===== config.mk =====
export PLATFORM = sky130hd
export DESIGN_NAME = vga_scan_out
export DESIGN_NICKNAME = d
export VERILOG_FILES = /design/src/rtl/vga_pkg.sv /design/src/rtl/vga_delay_line.sv /design/src/rtl/vga_scan_out.sv
export SDC_FILE = /design/constraint.sdc
export NUM_CORES = 1
export LEC_CHECK = 0
export ABC_AREA = 0
export BUFFER_PORTS_ARGS = -buffer_cell sky130_fd_sc_hd__buf_2
export CAP_MARGIN = 5
export CORE_UTILIZATION = 53
export CTS_CLUSTER_SIZE = 20
export DETAILED_ROUTE_END_ITERATION = 7
export PLACE_DENSITY_LB_ADDON = 0.2
export SYNTH_ARGS = -nofsm -noshare
export SYNTH_HDL_FRONTEND = slang
export SYNTH_SLANG_ARGS = --single-unit

===== constraint.sdc =====
create_clock -name clk -period 5 [get_ports clk]
set_input_delay 1.25 -clock clk [delete_from_list [all_inputs] [get_ports clk]]
set_output_delay 1.25 -clock clk [all_outputs]
set_load 0.02 [all_outputs]

===== src/rtl/vga_pkg.sv =====
// Shared VGA 640x480@60 timing constants, tile geometry and the RGB332 expansion helper.
// Optional tile-grid overlay in the top is enabled by defining TILE_GRID_EN.
package vga_pkg;

   localparam logic [9:0] H_ACTIVE = 10'd640;
   localparam logic [9:0] H_FP     = 10'd16;
   localparam logic [9:0] H_SYNC   = 10'd96;
   localparam logic [9:0] H_BP     = 10'd48;
   localparam logic [9:0] V_ACTIVE = 10'd480;
   localparam logic [9:0] V_FP     = 10'd10;
   localparam logic [9:0] V_SYNC   = 10'd2;
   localparam logic [9:0] V_BP     = 10'd33;

   localparam logic [9:0] H_TOTAL      = H_ACTIVE + H_FP + H_SYNC + H_BP;
   localparam logic [9:0] V_TOTAL      = V_ACTIVE + V_FP + V_SYNC + V_BP;
   localparam logic [9:0] H_SYNC_START = H_ACTIVE + H_FP;
   localparam logic [9:0] H_SYNC_END   = H_SYNC_START + H_SYNC - 10'd1;
   localparam logic [9:0] V_SYNC_START = V_ACTIVE + V_FP;
   localparam logic [9:0] V_SYNC_END   = V_SYNC_START + V_SYNC - 10'd1;

   localparam logic [5:0] TILE_W  = 6'd40;
   localparam logic [4:0] TILE_H  = 5'd24;
   localparam int         TILES_X = 16;

   typedef struct packed {
      logic [7:0] r;
      logic [7:0] g;
      logic [7:0] b;
   } rgb24_t;

   typedef struct packed {
      logic active;
      logic hs;
      logic vs;
   } vga_flags_t;

   // Bit replication keeps full-scale codes at 0xFF and zero at 0x00.
   function automatic rgb24_t rgb332_expand(input logic [7:0] p);
      rgb24_t c;
      c.r = {p[7:5], p[7:5], p[7:6]};
      c.g = {p[4:2], p[4:2], p[4:3]};
      c.b = {p[1:0], p[1:0], p[1:0], p[1:0]};
      return c;
   endfunction

endpackage


===== src/rtl/vga_delay_line.sv =====
// Width-generic shift register of DEPTH stages, every stage clearing to zero on reset.
module vga_delay_line #(
   parameter int DEPTH = 1,
   parameter int WIDTH = 1
) (
   input  logic             clk,
   input  logic             rst,
   input  logic [WIDTH-1:0] din,
   output logic [WIDTH-1:0] dout
);

   logic [DEPTH-1:0][WIDTH-1:0] pipe;

   always_ff @(posedge clk or posedge rst) begin
      if (rst) begin
         pipe <= '0;
      end else begin
         pipe[0] <= din;
         for (int i = 1; i < DEPTH; i++) pipe[i] <= pipe[i-1];
      end
   end

   assign dout = pipe[DEPTH-1];

endmodule


===== src/rtl/vga_scan_out.sv =====
// VGA raster counters, sync/blank generation aligned to frame-buffer read latency, RGB332 expansion.
// Define TILE_GRID_EN to overlay the 40x24 tile grid in white.
module vga_scan_out
   import vga_pkg::*;
#(
   parameter int READ_LATENCY = 1
) (
   input  logic       clk,
   input  logic       rst,
   output logic [9:0] h_count,
   output logic [9:0] v_count,
   input  logic [7:0] pixel_data,
   output logic       frame_start,
   output logic       vga_hs_n,
   output logic       vga_vs_n,
   output logic       vga_blank_n,
   output logic [7:0] vga_r,
   output logic [7:0] vga_g,
   output logic [7:0] vga_b
);

   logic       run;
   logic       hWrap, vWrap;
   vga_flags_t flags0, flagsD;
   rgb24_t     rgbNext, rgbOut;

   assign hWrap = (h_count == H_TOTAL - 10'd1);
   assign vWrap = (v_count == V_TOTAL - 10'd1);

   // The first cycle after reset holds (0,0) and raises frame_start; counting starts after it.
   always_ff @(posedge clk or posedge rst) begin
      if (rst) begin
         run         <= 1'b0;
         h_count     <= '0;
         v_count     <= '0;
         frame_start <= 1'b0;
      end else if (!run) begin
         run         <= 1'b1;
         frame_start <= 1'b1;
      end else begin
         h_count     <= hWrap ? 10'd0 : h_count + 10'd1;
         if (hWrap) v_count <= vWrap ? 10'd0 : v_count + 10'd1;
         frame_start <= hWrap && vWrap;
      end
   end

   always_comb begin
      flags0.active = run && (h_count < H_ACTIVE) && (v_count < V_ACTIVE);
      flags0.hs     = run && (h_count >= H_SYNC_START) && (h_count <= H_SYNC_END);
      flags0.vs     = run && (v_count >= V_SYNC_START) && (v_count <= V_SYNC_END);
   end

   vga_delay_line #(.DEPTH(READ_LATENCY), .WIDTH($bits(vga_flags_t))) flagDelay (
      .clk (clk),
      .rst (rst),
      .din (flags0),
      .dout(flagsD)
   );

`ifdef TILE_GRID_EN
   logic [5:0] tx;
   logic [4:0] ty;
   logic       grid0, gridD;

   always_ff @(posedge clk or posedge rst) begin
      if (rst) begin
         tx <= '0;
         ty <= '0;
      end else if (run) begin
         tx <= (hWrap || tx == TILE_W - 6'd1) ? 6'd0 : tx + 6'd1;
         if (hWrap) ty <= (vWrap || ty == TILE_H - 5'd1) ? 5'd0 : ty + 5'd1;
      end
   end

   assign grid0 = run && (tx == 6'd0 || ty == 5'd0);

   vga_delay_line #(.DEPTH(READ_LATENCY), .WIDTH(1)) gridDelay (
      .clk (clk),
      .rst (rst),
      .din (grid0),
      .dout(gridD)
   );
`endif

   always_comb begin
      rgbNext = '0;
      if (flagsD.active) begin
`ifdef TILE_GRID_EN
         rgbNext = gridD ? 24'hFFFFFF : rgb332_expand(pixel_data);
`else
         rgbNext = rgb332_expand(pixel_data);
`endif
      end
   end

   always_ff @(posedge clk or posedge rst) begin
      if (rst) begin
         vga_hs_n    <= 1'b1;
         vga_vs_n    <= 1'b1;
         vga_blank_n <= 1'b0;
         rgbOut      <= '0;
      end else begin
         vga_hs_n    <= ~flagsD.hs;
         vga_vs_n    <= ~flagsD.vs;
         vga_blank_n <= flagsD.active;
         rgbOut      <= rgbNext;
      end
   end

   assign vga_r = rgbOut.r;
   assign vga_g = rgbOut.g;
   assign vga_b = rgbOut.b;

endmodule


==> Word-level counts from Yosys, hierarchy flattened <==
Cells that the tools add are included.
W data, S select, Z words.
{ "word_totals": {"register_bits": 52, "out_inout_bits": 48, "wordCells": 35} }
{ "op_classes": {"add_sub_neg": 2, "magnitude_cmp": 6, "n_eq_ne": 2, "n_mux": 4, "bitwise": 2, "reduce_logical": 8} }
{ "ops": {"columns": ["cell", "n"], "rows": [
  ["$mux W24", 1],
  ["$add A10 B1 Y10 const B", 2],
  ["$eq A10 B10 Y1 const B", 2],
  ["$mux W10", 2],
  ["$ge A10 B10 Y1 const B", 1],
  ["$ge A10 B9 Y1 const B", 1],
  ["$le A10 B10 Y1 const B", 1],
  ["$le A10 B9 Y1 const B", 1],
  ["$lt A10 B10 Y1 const B", 1],
  ["$lt A10 B9 Y1 const B", 1],
  ["$logic_and A1 B1 Y1", 7],
  ["$not A1 Y1", 2],
  ["$reduce_and A2 Y1", 1],
  ["$mux W1", 1]
]} }

==> Depth between registers and ports, before layout <==
{ "logic_depth": {"word_depth": 3, "mapped_depth": 6} }

==> Hierarchy <==
A second synthesis with hierarchy kept.
{ "unflattened": {"hier_cells": 159, "area_unflattened_um2": 1685.4} }
{ "modules_own_cells": {"columns": ["module", "instances", "cells_each", "area_each_um2", "seq_area_each_um2"], "rows": [
  ["vga_scan_out", 1, 155, 1606.5, 828.3],
  ["vga_delay_line", 1, 4, 78.8, 75.1]
]} }

==> Worst setup path before layout <==
Ideal clock, no wire load.
{ "synth_path": {"path_kind": "register -> register", "from": "register h_count[5]", "to": "register v_count[9]", "setup_ns": 0.140, "arrival_time_ns": 1.800, "t_required_ns": 4.860, "slack_ns": 3.060, "stages_incl_launch_ff": 7, "n_path_buf": 2, "synth_period_minus_slack_ns": 1.940, "path_cell_list": "dfrtp_1 -> buf_6 -> or4b_1 -> buf_6 -> nor4_4 -> and3_1 -> nor4_2"} }
{ "synth_between": {"elab_chain_len": 2} }
{ "synth_lines": {"columns": ["item", "line_no", "text"], "rows": [
  ["from (decl)", "vga_scan_out.sv:10", "output logic [9:0] h_count,"],
  ["from (signal assigned)", "vga_scan_out.sv:41", "h_count <= hWrap ? 10'd0 : h_count + 10'd1;"],
  ["$eq A10 B10 Y1", "vga_scan_out.sv:27", "assign hWrap = (h_count == H_TOTAL - 10'd1);"],
  ["$reduce_and A2 Y1 (no source line)", null, null],
  ["to (signal assigned)", "vga_scan_out.sv:42", "if (hWrap) v_count <= vWrap ? 10'd0 : v_count + 10'd1;"],
  ["to (decl)", "vga_scan_out.sv:11", "output logic [9:0] v_count,"]
]} }
No other way between the ends.
A chain may end at the register's enable or synchronous reset.

==> Worst setup path in the final report <==
{ "layout_path": {"from": "register h_count[4]", "to": "output port h_count[4]"} }
No word-level cell between the ends.

==> flow_summary.ini <==
[critical_path]
cp_max_fo = 8
slowest_stage = dfrtp_1
critPathRequiredTime_ns = 3.75
crit_family = flip-flops
rr_startpoint = h_count[6]
cp-end-kind = primary output
critPathBufInv = 1
path_depth = 1
crit_end = h_count[4]
r2r_slack_ns = 2.88
cp_slowest_stage_delay_ns = 0.50
cp.arrival_ns = 1.05
reg2reg_to = v_count[9]
path_cells = buf_2
start_kind = register
rr_worst_depth = 4
path_class = register to primary output
setup.worst_path.start = h_count[4]

[sta]
drv_slew = 0
setup_viol = 0
fmax_mhz = 435
rsz0062_at_grt = false
setup_tns_ns = 0
hold_viol_final = 0
post-route-period-util_pct = 46.0
skew_ns = 0.00514
min_period_ns = 2.30

[cells_and_area]
n_antenna_cell = 0
layout-drive-gt1-share_pct = 36.9
fin_nets = 216
syn_to_final_growth_pct = 15.9
finish.utilization_pct = 65.7
n_fill_cell = 252

[power]
combinationalPowerShare_pct = 20.8
p_sw_share_pct = 32.5
internal-power_mw = 0.469
p_clk_share_pct = 28.6
leakage_nw = 1.05
irDropWorstVdd_v = 0.000303
p_switching_mw = 0.225
seq_power_share_pct = 50.6
powerDensity_mw_per_mm2 = 343

[clock_network]
cts_tree = done
cts.path.max_buffers = 2
cts_hold_buf = 0
ctsResizeCount = 0
post_cts_buffers = 0
h-tree-depth = 2
clock-sinks = 36
cts_root_buf = clkbuf_4
clk_pin_slew_ns = 0.10
cts_made_buffers = 5
clk_latency_ns = 0.34

[route]
detail-route-antenna-nets = 0
remaining_drc_errors = 0
wl_per_cell_um = 12.6
drt_iter0_drc = 37
num_vias = 1285
drt_first_pass_iters = 4
via_per_inst = 5.20
wl_um = 3120

[global_route]
track_usage_pct = 20.0
grt_max_degree = 37
grt_first_pass_wirelength_um = 5060
antenna_found_initial = 0
grt-ovfl-total = 0
grt_pass1_vias = 1147

[synthesis]
synthArstFlopShare_pct = 100
synth_edf_count = 0
synthCells = 156
syn-num-nets = 170
avgSynthCellArea_um2 = 11.2
yosys_warnings = 0
ys.flop_type = dfrtp_1
ys_types = 34
synth-seq-cells = 36
ys_seq_area_share_pct = 51.8
synth_area_mm2 = 0.00175

[die]
die_h_um = 59.4
die_x_um = 59.4
start_util_pct = 56.7
core.rowCount = 20
dieArea_mm2 = 0.00353
fp.coreArea_mm2 = 0.00308
ios = 58

[placed_design]
port_buffers = 57
hpwl_um = 2270
place.gp.congestion = 0.841

[job]
maxCapViolCount = 0

[hold_path]
min_path_type = register to register

[status]
outcome = completed
==> cell families after synthesis <==
kind of cell	after synthesis	synth area share [%]
AOI/OAI and AO/OA	11	3.66
xor gates and xnor gates	13	6.52
adders and majority gates	4	2.87
buffers and inverters	27	10.1
DFF	36	51.8
other	1	0.215
and+or+nand+nor	64	24.9
==> state kept, by name, indices dropped and copies added (netlist names) <==
register	cells
flagDelay.dout	3
frame_start	1
h_count	10
run	1
v_count	10
vga_b	2
vga_blank_n	1
vga_g	3
vga_hs_n	1
vga_r	3
vga_vs_n	1
==> how the worst min path moves through the flow <==
stage / depth (start not counted) / slack, ns / to / from
floorplan: 1 / 0.34 / vga_hs_n / flagDelay.dout[1]
global placement: 1 / 0.34 / vga_vs_n / flagDelay.dout[0]
detailed placement: 1 / 0.34 / vga_vs_n / flagDelay.dout[0]
CTS: 1 / 0.36 / vga_vs_n / flagDelay.dout[0]
global route: 1 / 0.37 / vga_vs_n / flagDelay.dout[0]
finish: 1 / 0.36 / vga_vs_n / flagDelay.dout[0]
==> area by class of cell <==
cell class	instances	area (um^2)	area share [%]
Clock inverter	2	35.0	1.73
Timing Repair Buffer	58	293	14.5
Tap cell	44	55.1	2.72
Multi-Input combinational cell	93	666	32.9
Inverter	8	30.0	1.48
Sequential cell	36	903	44.7
Clock buffer	6	41.3	2.04
==> metrics by stage <==
| stage | setup slack (ns) | hold WS [ns] | std cells | total power [mW] | instance area (um^2) |
|---|---|---|---|---|---|
| final | 2.70 | 0.356 | 247 | 0.694 | 2020 |
| after global routing | 2.65 | 0.372 | 247 | 0.730 | 2020 |
| after CTS | 2.69 | 0.360 | 247 | 0.702 | 2020 |
| after detailed placement | 2.91 | 0.344 | 239 | 0.502 | 1950 |
| after global placement | 3.00 | 0.337 | 239 | 0.498 | 1950 |
| after floorplan | 2.95 | 0.337 | 156 | 0.475 | 1750 |
==> routing by layer <==
metal,track usage (%),share of wire [%]
met1,23.1,42
met5,0,0
met3,3.93,7.1
met4,11.2,1.6
met2,34.7,50
==> synthesized netlist by cell type, types with 2 or more instances <==
cell type  number  area share [%]
and2_1          9             3.2
xor2_1          4             2.0
dfrtp_1        34              49
dfstp_2         2             3.0
xnor2_1         9             4.5
or3_1           2            0.72
nor3_1          3            0.86
inv_1           8             1.7
buf_6           2             1.3
nor4_2          4             2.9
nor4_4          2             2.4
and3_1          5             1.8
nand4_1         4             1.4
nand3_1        12             3.4
nor2_1          9             1.9
nand2_1         5             1.1
ha_1            4             2.9
buf_4          16             6.9
o21ai_1         7             2.0
==> layout by cell type, fill, tap and decap left out, types with 2 or more instances in the layout <==
cell,n
xor2_1,4
dfrtp_1,34
nor2_1,9
dfstp_2,2
xnor2_1,9
nor4_2,4
and2_1,9
and3_1,5
ha_1,4
or3_1,2
nor3_1,3
o21ai_1,7
nand2_1,5
buf_2,57
nor4_4,2
clkbuf_4,5
nand4_1,4
inv_1,8
nand3_1,12
==> power groups by stage <==
stage / Clock (mW) / Combinational, mW / Sequential [mW]
5_1_grt: 0.216 / 0.158 / 0.357
4_1_cts: 0.204 / 0.147 / 0.351
2_1_floorplan: 0 / 0.0975 / 0.378
3_3_place_gp: 0 / 0.144 / 0.354
3_5_place_dp: 0 / 0.146 / 0.356
6_report: 0.199 / 0.144 / 0.351
Note: power is estimated with default switching activity, not from simulation.
